**config.mk**
```make
export PLATFORM = sky130hd
export DESIGN_NAME = mac_array_ctrl_flat
export DESIGN_NICKNAME = d
export VERILOG_FILES = /design/src/rtl/mac_array_ctrl_if.sv /design/src/rtl/mac_array_ctrl.sv /design/src/flat_wrapper.sv
export SDC_FILE = /design/constraint.sdc
export NUM_CORES = 1
export LEC_CHECK = 0
export BUFFER_PORTS_ARGS = -buffer_cell sky130_fd_sc_hd__buf_4
export CAP_MARGIN = 5
export CELL_PAD_IN_SITES_DETAIL_PLACEMENT = 1
export CELL_PAD_IN_SITES_GLOBAL_PLACEMENT = 1
export CORE_MARGIN = 3
export CORE_UTILIZATION = 30
export CTS_CLUSTER_SIZE = 16
export DETAILED_ROUTE_END_ITERATION = 7
export PLACE_DENSITY_LB_ADDON = 0.1
export SYNTH_ARGS = -nofsm -noshare
export SYNTH_HDL_FRONTEND = slang
export SYNTH_SLANG_ARGS = --single-unit
export TNS_END_PERCENT = 100
```
**constraint.sdc**
```tcl
create_clock -name clk -period 2.7 [get_ports clk]
set_input_delay 0.27 -clock clk [delete_from_list [all_inputs] [get_ports clk]]
set_output_delay 0.27 -clock clk [all_outputs]
set_load 0.005 [all_outputs]
```
**src/rtl/mac_array_ctrl_if.sv**
```systemverilog
// Handshake and array-facing bus of the mac_array job sequencer.
// slave  : the sequencer (accepts jobs/operands, drives the array, offers results).
// master : the surrounding environment (job source, operand source, array, result sink).
interface mac_array_ctrl_if #(
  parameter int MULER_WIDTH  = 8,
  parameter int NUM_WIDTH    = 16,
  parameter int OUTPUT_WIDTH = 32,
  parameter int ROW_SIZE     = 4,
  parameter int COLUMN_SIZE  = 4
);
  logic                                job_valid;
  logic                                job_ready;
  logic [NUM_WIDTH-1:0]                job_k;
  logic                                op_valid;
  logic                                op_ready;
  logic [ROW_SIZE*MULER_WIDTH-1:0]     op_a;
  logic [COLUMN_SIZE*MULER_WIDTH-1:0]  op_b;
  logic                                arr_num_valid;
  logic [NUM_WIDTH-1:0]                arr_num;
  logic [ROW_SIZE*MULER_WIDTH-1:0]     arr_data_a;
  logic [COLUMN_SIZE*MULER_WIDTH-1:0]  arr_data_b;
  logic [COLUMN_SIZE*OUTPUT_WIDTH-1:0] arr_result;
  logic                                res_valid;
  logic                                res_ready;
  logic [COLUMN_SIZE*OUTPUT_WIDTH-1:0] res_data;
  logic                                busy;

  modport slave (
    input  job_valid, job_k, op_valid, op_a, op_b, arr_result, res_ready,
    output job_ready, op_ready, arr_num_valid, arr_num, arr_data_a, arr_data_b,
           res_valid, res_data, busy
  );

  modport master (
    output job_valid, job_k, op_valid, op_a, op_b, arr_result, res_ready,
    input  job_ready, op_ready, arr_num_valid, arr_num, arr_data_a, arr_data_b,
           res_valid, res_data, busy
  );
endinterface

```
**src/rtl/mac_array_ctrl.sv**
```systemverilog
// Job sequencer for mac_array: accepts a reduction length K, loads it into the
// array, streams K operand beats (zero bubbles on upstream stalls), waits for
// the array pipeline to drain, then offers the captured result vector.
// Optional build macro MAC_CTRL_PERF_EN adds perf_cycles / perf_bubbles counters.
module mac_array_ctrl #(
  parameter int MULER_WIDTH  = 8,
  parameter int NUM_WIDTH    = 16,
  parameter int OUTPUT_WIDTH = 32,
  parameter int ROW_SIZE     = 4,
  parameter int COLUMN_SIZE  = 4,
  parameter int MULER_DELAY  = 1,
  parameter int DRAIN_CYCLES = ROW_SIZE + COLUMN_SIZE + MULER_DELAY
) (
  input  logic                 clk,
  input  logic                 rst_n,
  mac_array_ctrl_if.slave      bus
`ifdef MAC_CTRL_PERF_EN
  ,
  output logic [31:0]          perf_cycles,
  output logic [31:0]          perf_bubbles
`endif
);

  localparam int DCW = $clog2(DRAIN_CYCLES + 1);

  typedef enum logic [2:0] {
    S_IDLE   = 3'd0,
    S_LOAD   = 3'd1,
    S_STREAM = 3'd2,
    S_DRAIN  = 3'd3,
    S_OUT    = 3'd4
  } state_t;

  state_t                              r_state;
  state_t                              w_next_state;
  logic [NUM_WIDTH-1:0]                r_k;
  logic [NUM_WIDTH-1:0]                r_beat_cnt;
  logic [DCW-1:0]                      r_drain_cnt;
  logic [COLUMN_SIZE*OUTPUT_WIDTH-1:0] r_res_data;
  logic                                w_last_beat;
  logic                                w_drain_done;

  // beat_cnt never exceeds k_reg-1 before this add, so K = 2^NUM_WIDTH-1 cannot wrap
  assign w_last_beat  = bus.op_valid && ((r_beat_cnt + NUM_WIDTH'(1)) == r_k);
  assign w_drain_done = (r_drain_cnt == DCW'(DRAIN_CYCLES - 1));

  // State register with synchronous active-low reset
  always_ff @(posedge clk) begin
    if (!rst_n) begin
      r_state <= S_IDLE;
    end else begin
      r_state <= w_next_state;
    end
  end

  // Next-state decode
  always_comb begin
    w_next_state = r_state;
    case (r_state)
      S_IDLE: begin
        if (bus.job_valid) begin
          w_next_state = S_LOAD;
        end else begin
          w_next_state = S_IDLE;
        end
      end
      S_LOAD: begin
        if (r_k == {NUM_WIDTH{1'b0}}) begin
          w_next_state = S_DRAIN;
        end else begin
          w_next_state = S_STREAM;
        end
      end
      S_STREAM: begin
        if (w_last_beat) begin
          w_next_state = S_DRAIN;
        end else begin
          w_next_state = S_STREAM;
        end
      end
      S_DRAIN: begin
        if (w_drain_done) begin
          w_next_state = S_OUT;
        end else begin
          w_next_state = S_DRAIN;
        end
      end
      S_OUT: begin
        if (bus.res_ready) begin
          w_next_state = S_IDLE;
        end else begin
          w_next_state = S_OUT;
        end
      end
      default: w_next_state = S_IDLE;
    endcase
  end

  // Job length, beat/drain counters and result capture
  always_ff @(posedge clk) begin
    if (!rst_n) begin
      r_k         <= {NUM_WIDTH{1'b0}};
      r_beat_cnt  <= {NUM_WIDTH{1'b0}};
      r_drain_cnt <= {DCW{1'b0}};
      r_res_data  <= {(COLUMN_SIZE*OUTPUT_WIDTH){1'b0}};
    end else begin
      case (r_state)
        S_IDLE: begin
          if (bus.job_valid) begin
            r_k         <= bus.job_k;
            r_beat_cnt  <= {NUM_WIDTH{1'b0}};
            r_drain_cnt <= {DCW{1'b0}};
          end
        end
        S_STREAM: begin
          if (bus.op_valid) begin
            r_beat_cnt <= r_beat_cnt + NUM_WIDTH'(1);
          end
        end
        S_DRAIN: begin
          if (w_drain_done) begin
            r_res_data  <= bus.arr_result;
            r_drain_cnt <= {DCW{1'b0}};
          end else begin
            r_drain_cnt <= r_drain_cnt + DCW'(1);
          end
        end
        default: begin
          r_beat_cnt <= r_beat_cnt;
        end
      endcase
    end
  end

  // Outputs decoded from the state register; operand data passes through in STREAM
  always_comb begin
    bus.job_ready     = 1'b0;
    bus.op_ready      = 1'b0;
    bus.arr_num_valid = 1'b0;
    bus.arr_num       = {NUM_WIDTH{1'b0}};
    bus.arr_data_a    = {(ROW_SIZE*MULER_WIDTH){1'b0}};
    bus.arr_data_b    = {(COLUMN_SIZE*MULER_WIDTH){1'b0}};
    bus.res_valid     = 1'b0;
    bus.res_data      = r_res_data;
    bus.busy          = 1'b0;
    if (r_state == S_IDLE) begin
      bus.job_ready = 1'b1;
    end else begin
      bus.busy    = 1'b1;
      bus.arr_num = r_k;
    end
    if (r_state == S_LOAD) begin
      bus.arr_num_valid = 1'b1;
    end else begin
      bus.arr_num_valid = 1'b0;
    end
    if (r_state == S_STREAM) begin
      bus.op_ready = 1'b1;
      if (bus.op_valid) begin
        bus.arr_data_a = bus.op_a;
        bus.arr_data_b = bus.op_b;
      end else begin
        bus.arr_data_a = {(ROW_SIZE*MULER_WIDTH){1'b0}};
        bus.arr_data_b = {(COLUMN_SIZE*MULER_WIDTH){1'b0}};
      end
    end else begin
      bus.op_ready = 1'b0;
    end
    if (r_state == S_OUT) begin
      bus.res_valid = 1'b1;
    end else begin
      bus.res_valid = 1'b0;
    end
  end

`ifdef MAC_CTRL_PERF_EN
  logic [31:0] r_perf_cycles;
  logic [31:0] r_perf_bubbles;

  assign perf_cycles  = r_perf_cycles;
  assign perf_bubbles = r_perf_bubbles;

  // Per-job saturating counters: clear on accept, hold once the job is back in IDLE
  always_ff @(posedge clk) begin
    if (!rst_n) begin
      r_perf_cycles  <= 32'd0;
      r_perf_bubbles <= 32'd0;
    end else if (r_state == S_IDLE) begin
      if (bus.job_valid) begin
        r_perf_cycles  <= 32'd0;
        r_perf_bubbles <= 32'd0;
      end
    end else begin
      if (r_perf_cycles != 32'hFFFF_FFFF) begin
        r_perf_cycles <= r_perf_cycles + 32'd1;
      end
      if ((r_state == S_STREAM) && !bus.op_valid && (r_perf_bubbles != 32'hFFFF_FFFF)) begin
        r_perf_bubbles <= r_perf_bubbles + 32'd1;
      end
    end
  end
`endif

endmodule

```
**src/flat_wrapper.sv**
```systemverilog
// flat-port wrapper written by rule: the top's interface ports become plain ports
module mac_array_ctrl_flat 
#(
  parameter int MULER_WIDTH  = 8,
  parameter int NUM_WIDTH    = 16,
  parameter int OUTPUT_WIDTH = 32,
  parameter int ROW_SIZE     = 4,
  parameter int COLUMN_SIZE  = 4,
  parameter int MULER_DELAY  = 1,
  parameter int DRAIN_CYCLES = ROW_SIZE + COLUMN_SIZE + MULER_DELAY
)
  (clk, rst_n, bus_job_valid, bus_job_k, bus_op_valid, bus_op_a, bus_op_b, bus_arr_result, bus_res_ready, bus_job_ready, bus_op_ready, bus_arr_num_valid, bus_arr_num, bus_arr_data_a, bus_arr_data_b, bus_res_valid, bus_res_data, bus_busy);
  mac_array_ctrl_if #(.MULER_WIDTH(MULER_WIDTH), .NUM_WIDTH(NUM_WIDTH), .OUTPUT_WIDTH(OUTPUT_WIDTH), .ROW_SIZE(ROW_SIZE), .COLUMN_SIZE(COLUMN_SIZE)) bus_i ();
  input  logic clk;
  input  logic rst_n;
  input wire logic [$bits(bus_i.job_valid)-1:0] bus_job_valid;
  input wire logic [$bits(bus_i.job_k)-1:0] bus_job_k;
  input wire logic [$bits(bus_i.op_valid)-1:0] bus_op_valid;
  input wire logic [$bits(bus_i.op_a)-1:0] bus_op_a;
  input wire logic [$bits(bus_i.op_b)-1:0] bus_op_b;
  input wire logic [$bits(bus_i.arr_result)-1:0] bus_arr_result;
  input wire logic [$bits(bus_i.res_ready)-1:0] bus_res_ready;
  output wire logic [$bits(bus_i.job_ready)-1:0] bus_job_ready;
  output wire logic [$bits(bus_i.op_ready)-1:0] bus_op_ready;
  output wire logic [$bits(bus_i.arr_num_valid)-1:0] bus_arr_num_valid;
  output wire logic [$bits(bus_i.arr_num)-1:0] bus_arr_num;
  output wire logic [$bits(bus_i.arr_data_a)-1:0] bus_arr_data_a;
  output wire logic [$bits(bus_i.arr_data_b)-1:0] bus_arr_data_b;
  output wire logic [$bits(bus_i.res_valid)-1:0] bus_res_valid;
  output wire logic [$bits(bus_i.res_data)-1:0] bus_res_data;
  output wire logic [$bits(bus_i.busy)-1:0] bus_busy;
  assign bus_i.job_valid = bus_job_valid;
  assign bus_i.job_k = bus_job_k;
  assign bus_i.op_valid = bus_op_valid;
  assign bus_i.op_a = bus_op_a;
  assign bus_i.op_b = bus_op_b;
  assign bus_i.arr_result = bus_arr_result;
  assign bus_i.res_ready = bus_res_ready;
  assign bus_job_ready = bus_i.job_ready;
  assign bus_op_ready = bus_i.op_ready;
  assign bus_arr_num_valid = bus_i.arr_num_valid;
  assign bus_arr_num = bus_i.arr_num;
  assign bus_arr_data_a = bus_i.arr_data_a;
  assign bus_arr_data_b = bus_i.arr_data_b;
  assign bus_res_valid = bus_i.res_valid;
  assign bus_res_data = bus_i.res_data;
  assign bus_busy = bus_i.busy;
  mac_array_ctrl #(.MULER_WIDTH(MULER_WIDTH), .NUM_WIDTH(NUM_WIDTH), .OUTPUT_WIDTH(OUTPUT_WIDTH), .ROW_SIZE(ROW_SIZE), .COLUMN_SIZE(COLUMN_SIZE), .MULER_DELAY(MULER_DELAY), .DRAIN_CYCLES(DRAIN_CYCLES)) u_core (.clk(clk), .rst_n(rst_n), .bus(bus_i));
endmodule
```
# Word level (Yosys, flattened, before mapping)
# Index checks and enable logic that the tools add are counted.
word_totals:
  ff_bits: 167
  inputBits: 213
  word_cells: 46
op_classes:
  n_addsub: 2
  n_eq_ne: 8
  mux: 22
  reduce_logical: 9
op_table:
  columns: ["operator", "count"]
  rows:
  - ["32-bit 2-to-1 mux", 4]
  - ["16-bit 2-to-1 mux", 3]
  - ["16-bit case mux with 2 select lines", 1]
  - ["16-bit by 1-bit adder with 16-bit output, second input constant", 1]
  - ["16-bit equality test", 1]
  - ["16-bit zero test", 1]
  - ["3-bit case mux with 5 select lines", 1]
  - ["1-bit 2-to-1 mux", 8]
  - ["4-bit 2-to-1 mux", 2]
  - ["4-bit case mux with 2 select lines", 1]
  - ["3-bit by 2-bit equality test with 1-bit output, second input constant", 2]
  - ["3-bit 2-to-1 mux", 2]
  - ["2-bit AND reduction", 3]
  - ["4-bit by 1-bit adder with 4-bit output, second input constant", 1]
  - ["4-bit equality test, second input constant", 1]
  - ["2-bit inequality test, second input constant", 2]
  - ["2-bit nonzero test", 2]
  - ["3-bit by 1-bit equality test with 1-bit output, second input constant", 1]
  - ["3-bit equality test, second input constant", 1]
  - ["3-bit zero test", 1]
  - ["3-bit AND reduction", 1]
  - ["1-bit logical AND", 1]

# Depth between registers and ports, before layout
# Gate-level depths: netlist (run 1).
logic_depth:
  depth_word: 5
  ltp_mapped: 8

# Least setup slack after synthesis (run 1)
# OpenSTA, ideal clock, no wires.
synth_timing:
  path_kind: "flip-flop to flip-flop"
  start: "register u_core.r_beat_cnt[0]"
  end: "register u_core.r_state[0]"
  synth_period_minus_slack_ns: 1.889
  arrival_ns: 1.764
  stages_incl_launch_ff: 8
  path_slack_ns: 0.811
  setup_ns: 0.124
  cell_sequence: "dfxtp_1 > ha_1 > nand4_1 > nor3_2 > nor2_1 > or4_1 > nand4_1 > o31ai_2"
synth_via:
  elab_chain_len: 5
synth_lines:
  columns: ["element", "line", "text"]
  rows:
  - ["start: declaration", "mac_array_ctrl.sv:37", "logic [NUM_WIDTH-1:0] r_beat_cnt;"]
  - ["start signal: assignment", "mac_array_ctrl.sv:103", "r_beat_cnt <= {NUM_WIDTH{1'b0}};"]
  - ["start signal: assignment", "mac_array_ctrl.sv:111", "r_beat_cnt <= {NUM_WIDTH{1'b0}};"]
  - ["start signal: assignment", "mac_array_ctrl.sv:117", "r_beat_cnt <= r_beat_cnt + NUM_WIDTH'(1);"]
  - ["16-bit by 1-bit adder with 16-bit output", "mac_array_ctrl.sv:44", "assign w_last_beat = bus.op_valid && ((r_beat_cnt + NUM_WIDTH'(1)) == r_k);"]
  - ["16-bit equality test", "mac_array_ctrl.sv:44", null]
  - ["1-bit logical AND", "mac_array_ctrl.sv:44", null]
  - ["1-bit 2-to-1 mux", "mac_array_ctrl.sv:75", "if (w_last_beat) begin"]
  - ["3-bit case mux with 5 select lines", "mac_array_ctrl.sv:59", "case (r_state)"]
  - ["end signal: assignment", "mac_array_ctrl.sv:52", "r_state <= w_next_state;"]
  - ["end: declaration", "mac_array_ctrl.sv:34", "state_t r_state;"]
# Every way passes these cells.
# A chain may end at the register's enable or synchronous reset.

# Worst setup path in the final report (run 1)
layout_timing:
  start: "register u_core.r_state[1]"
  end: "output port bus_arr_data_a[1]"
layout_via:
  elab_chain_len: 2
layout_lines:
  columns: ["element", "line", "text"]
  rows:
  - ["3-bit by 2-bit equality test with 1-bit output", "mac_array_ctrl.sv:157", "if (r_state == S_STREAM) begin"]
  - ["32-bit 2-to-1 mux", "mac_array_ctrl.sv:157", null]
  - ["end: declaration", "flat_wrapper.sv:27", "output wire logic [$bits(bus_i.arr_data_a)-1:0] bus_arr_data_a;"]
# Every way passes these cells.

==> results.tsv, run 1 <==
metric	value	unit
outcome	finished clean	
number of routed nets with antenna violations	0	
fin crit period	2.31	ns
die area	26900	µm²
Synth async-reset ratio	0	
RSZ-0062 raised after global routing	false	
Non-Filler Instances	1664	
post-CTS setup buffers	0	
met1 usage	0.274	
EDFF count, synth	0	
layout cells sized above 1	0.362	
Die Wd	164	µm
DRC Markers	0	
clk_lat worst skew	0.43	ns
antenna fix cells	0	
total wire length	31.5	mm
Core Area	24500	µm²
total gr overflow	0	
Max H-tree Level	4	
Total Power	5650	µW
critical path, cell by cell	nor3b_4, buf_4, and3_1, buf_4	
Ports	426	
Nets	1543	
GRT Total Usage	0.225	
DPL Wire Length	24.0	mm
Clock Sinks	167	
Setup CP Type	reg -> out	
fin worst setup slack	0.393	ns
CP arrival	2.04	ns
synthesized area per cell	7.98	µm²
Clk pin slew, worst setup/hold paths	0.08	ns
drt initial violations	395	
wire length of the first global-routing pass	46.3	mm
worst vdd ir	0.378	mV
CP Capture Type	primary output	
largest net degree at the start of global routing	97	
Cell variety after synth	50	
Syn-to-layout area delta	54.3	%
Synth Flop Type	dfxtp_1	
dpl cells	1632	
cts hold-fix bufs	0	
crit path max fanout	66	
Die Ht	164	µm
Setup crit start kind	register	
CTS tree	built	
Pre-antenna DRT Iters	4	
final critical-path share of the clock period	0.854	
hold_ws	0.0872	ns
commonest non-fill, non-tap cell in the layout	buf_4	
Max Fclk	0.434	GHz
CTS buffer count	17	
Cells after Synth	939	
pwr dens	488	nW/µm²
# resized after CTS	0	
Crit path required time	2.43	ns
Max-slew headroom	0.528	
via count	7921	
Slew Limit Fails	0	
register area share after synthesis	0.446	
Fin. Hold Viols	0	
yosys warns	0	
syn_nets	1155	
maximum clock insertion buffer count	2	
Mapped Area	7500	µm²
HP Class	in -> reg	
WL/cell	18.9	µm
IO Port Bufs	425	
met2 Usage GRT	0.369	
commonest non-fill, non-tap cells in the layout	437 x buf_4, 306 x nand2_1, 167 x dfxtp_1, 149 x a21boi_0, 66 x and3_1	
register bit total from synthesis	167	
skew final	0.0176	ns
# setup viols final	0	
vias in the first global route	7897	
Root Buffer	clkbuf_16	
Worst Tran Pin Value	0.707	ns
row count	57	
Initial Util	0.306	
RePlAce Congestion	0.854	
antenna violations before repair	0	
post-DR vias/cell	4.76	
CP max stage cell	buf_4	
gr busiest metal	met2	
max cap viols	0	
LEAKAGE	0.00514	µW
GRT met3 Usage	0.0830	
Most common cell on crit path	buf_4	
worst slack at placement	0.558	ns
setup_tns	0	ns
Max stage delay on crit path	0.49	ns
## flip-flops by register name, indices dropped and copies added, names as in the netlist
signal               count
u_core.r_state           3
u_core.bus.res_data    128
u_core.r_beat_cnt       16
u_core.r_k              16
u_core.r_drain_cnt       4
## cells in the mapped netlist, types with 2 or more instances
library cell,instances,area share
nand2_1,306,0.15
dfxtp_1,167,0.45
a21boi_0,149,0.15
and3_1,66,0.055
clkbuf_1,43,0.022
buf_2,25,0.017
nor2b_1,22,0.018
a21oi_1,18,0.012
nor2_1,17,0.0085
o21ai_0,17,0.011
xnor2_1,11,0.013
xor2_1,11,0.013
nand3_1,10,0.0067
nand4_1,6,0.0050
a21o_1,5,0.0050
nor3_1,5,0.0033
and2_1,4,0.0033
inv_1,4,0.0020
nor4_1,4,0.0033
or3_1,4,0.0033
ha_1,3,0.0050
nand2b_1,3,0.0025
nand3b_1,3,0.0030
a21boi_1,2,0.0020
and3b_1,2,0.0023
and4_1,2,0.0023
buf_1,2,0.0010
buf_4,2,0.0020
nor3_2,2,0.0027
nor3b_1,2,0.0020
o221ai_1,2,0.0023
or4_1,2,0.0020
## cells by family (layout without fill, tap and decap cells)
logic type	Yosys count	in the layout	synth area share
AND/OR/NAND/NOR	467	467	0.285
AO/OA/AOI/OAI	202	202	0.193
flip-flops	167	167	0.446
buffers and inverters	77	478	0.0439
XOR/XNOR	22	22	0.0257
adder cells (fa/ha/maj)	3	3	0.00501
multiplexers	1	1	0.00134
## path summary, 6_finish.rpt
kind	start	endpoint	slack, ns	cells after the start
setup / recovery	u_core.r_state[1]$_SDFF_PN0_	bus_arr_data_a[1]	0.39	4
hold / removal	bus_arr_result[48]	u_core.bus.res_data[48]$_SDFFE_PN0P_	0.09	3
setup reg to reg	u_core.r_beat_cnt[0]$_SDFFE_PN0P_	u_core.r_state[0]$_SDFF_PN0_	0.51	7
hold reg to reg	u_core.bus.res_data[75]$_SDFFE_PN0P_	u_core.bus.res_data[75]$_SDFFE_PN0P_	0.46	2
## critical path: cells and delay by family (launching register included)
| family | cells | cell delay (ns) |
|---|---|---|
| buffers and inverters | 2 | 0.63 |
| flip-flops | 1 | 0.44 |
| AND/OR/NAND/NOR | 2 | 0.51 |
## stage by stage
stage | util | instance area [µm²]
6_report | 0.473 | 11600
5_1_grt | 0.473 | 11600
4_1_cts | 0.473 | 11600
3_5_place_dp | 0.449 | 11000
3_3_place_gp | 0.449 | 11000
2_1_floorplan | - | 7500
## layer usage
metal  vias up  wire length [µm]
met5         -                 0
met4         0               737
met3        38              2750
met2       253             15300
met1      3733             12600
li1       3897                 -
## power breakdown
part           switching [µW]  internal, µW  total, µW
Sequential               44.1          2490       2530
Combinational             292           397        688
Clock                    1180          1240       2430
Total                    1520          4130       5650
## area by class of cell
cell class | instances | area [µm²]
well taps | 324 | 405
flip-flops and latches | 167 | 3340
clock inverters | 14 | 153
inverters | 4 | 15.0
fillers | 2973 | 12900
multi-input cells | 695 | 3840
clock buffers | 18 | 429
repair buffers | 442 | 3380
Power figures use the tool's default switching activity.
==> run 2, diff against run 1 <==
--- a/config.mk
+++ b/config.mk
@@ -13,7 +13,7 @@
 export CORE_UTILIZATION = 30
 export CTS_CLUSTER_SIZE = 16
 export DETAILED_ROUTE_END_ITERATION = 7
-export PLACE_DENSITY_LB_ADDON = 0.1
+export PLACE_DENSITY = 0.76
 export SYNTH_ARGS = -nofsm -noshare
 export SYNTH_HDL_FRONTEND = slang
 export SYNTH_SLANG_ARGS = --single-unit
==> run 2 against run 1 <==
  * Sequential share of layout area hardly changed
  * Via count is 1.7% higher
  * Clock skew is 0.0014 ns higher
  * Worst hold slack worse by 0.00061 ns
  * Critical endpoint is now bus_arr_data_b[0]
  * Largest cell class unchanged
==> results.tsv, run 2 (same netlist as run 1, synthesis figures left out) <==
metric	value	unit
max cap viols	0	
maximum clock insertion buffer count	2	
Clock Sinks	167	
commonest non-fill, non-tap cell in the layout	buf_4	
setup_tns	0	ns
Max Fclk	0.423	GHz
Clk pin slew, worst setup/hold paths	0.08	ns
hold_ws	0.0865	ns
post-CTS setup buffers	0	
GRT Total Usage	0.218	
worst vdd ir	0.326	mV
post-DR vias/cell	4.83	
commonest non-fill, non-tap cells in the layout	439 x buf_4, 306 x nand2_1, 167 x dfxtp_1, 149 x a21boi_0, 66 x and3_1	
Clk pwr share	0.427	
worst slack at placement	0.434	ns
Setup CP Type	reg -> out	
DPL Wire Length	23.7	mm
Power Internal	4110	µW
drt initial violations	305	
cts hold-fix bufs	0	
Switching Power	1500	µW
total wire length	30.6	mm
antenna violations before repair	2	
fin worst setup slack	0.338	ns
Max H-tree Level	4	
# fillers	2985	
Crit path required time	2.43	ns
Max-slew headroom	0.550	
crit path max fanout	66	
Die Wd	164	µm
skew final	0.0190	ns
layout cells sized above 1	0.362	
DRC Markers	0	
WL/cell	18.4	µm
LEAKAGE	0.00512	µW
via count	8056	
CP arrival	2.09	ns
Die Ht	164	µm
pwr dens	486	nW/µm²
fin crit period	2.36	ns
Core Area	24500	µm²
sw frac	0.268	
HP Class	in -> reg	
# setup viols final	0	
Pre-antenna DRT Iters	4	
RePlAce Congestion	0.832	
CP Capture Type	primary output	
final critical-path share of the clock period	0.875	
Slew Limit Fails	0	
CTS buffer count	17	
row count	57	
Setup crit start kind	register	
vias in the first global route	8151	
Initial Util	0.306	
max reg flops	128	
IO Port Bufs	425	
die area	26900	µm²
RSZ-0062 raised after global routing	false	
total gr overflow	0	
Worst Tran Pin Value	0.673	ns
Fin. Hold Viols	0	
# resized after CTS	0	
Comb power frac	0.122	
Ports	426	
Flop pwr share	0.451	
Syn-to-layout area delta	54.0	%
number of routed nets with antenna violations	0	
Nets	1544	
clk_lat worst skew	0.43	ns
CTS tree	built	
wire length of the first global-routing pass	45.5	mm
largest net degree at the start of global routing	69	
Root Buffer	clkbuf_16	
outcome	finished clean	
run 2: power groups by stage:
stage	logic (µW)	clock network, µW	registers [µW]
global route	745	2580	2530
floorplan	281	0	2570
global placement	679	0	2580
CTS	689	2480	2530
detailed placement	686	0	2590
finish	681	2400	2530
run 2: metal layers:
layer  GRT usage  vias to the layer above  share of wire
met3      0.0815                       45          0.098
met2       0.397                      291           0.51
met5           0                        -              0
li1            -                     3904              -
met4       0.108                        0          0.039
met1       0.215                     3816           0.35
run 2: worst max-delay path, stage by stage, from the launching register on:
cell	delay, ns
dfxtp_1	0.45
nor3b_4	0.26
buf_4	0.48
and3_1	0.31
buf_4	0.14
run 2: layout make-up:
cell class              instances  area [µm²]  area share
multi-input cells             695        3840       0.332
repair buffers                443        3380       0.292
flip-flops and latches        167        3340       0.290
clock buffers                  19         433      0.0375
well taps                     324         405      0.0351
clock inverters                13         131      0.0114
inverters                       4        15.0     0.00130
diodes                          2        5.00    0.000433
run 2: stage by stage:
stage               std cells  total power (µW)  utilization  area (µm²)
detailed placement       1633              3270        0.449       11000
finish                   1667              5610        0.472       11500
CTS                      1665              5700        0.472       11500
global route             1667              5860        0.472       11500
global placement         1633              3260        0.449       11000
floorplan                 939              2850            -        7500
run 2: worst paths after layout:
kind,startpoint,endpoint,slack [ns],cells past startpoint
max,u_core.r_state[1]$_SDFF_PN0_,bus_arr_data_b[0],0.34,4
max reg2reg,u_core.r_beat_cnt[0]$_SDFFE_PN0P_,u_core.r_state[0]$_SDFF_PN0_,0.41,7
min reg2reg,u_core.bus.res_data[2]$_SDFFE_PN0P_,u_core.bus.res_data[2]$_SDFFE_PN0P_,0.46,2
min,bus_arr_result[125],u_core.bus.res_data[125]$_SDFFE_PN0P_,0.09,3
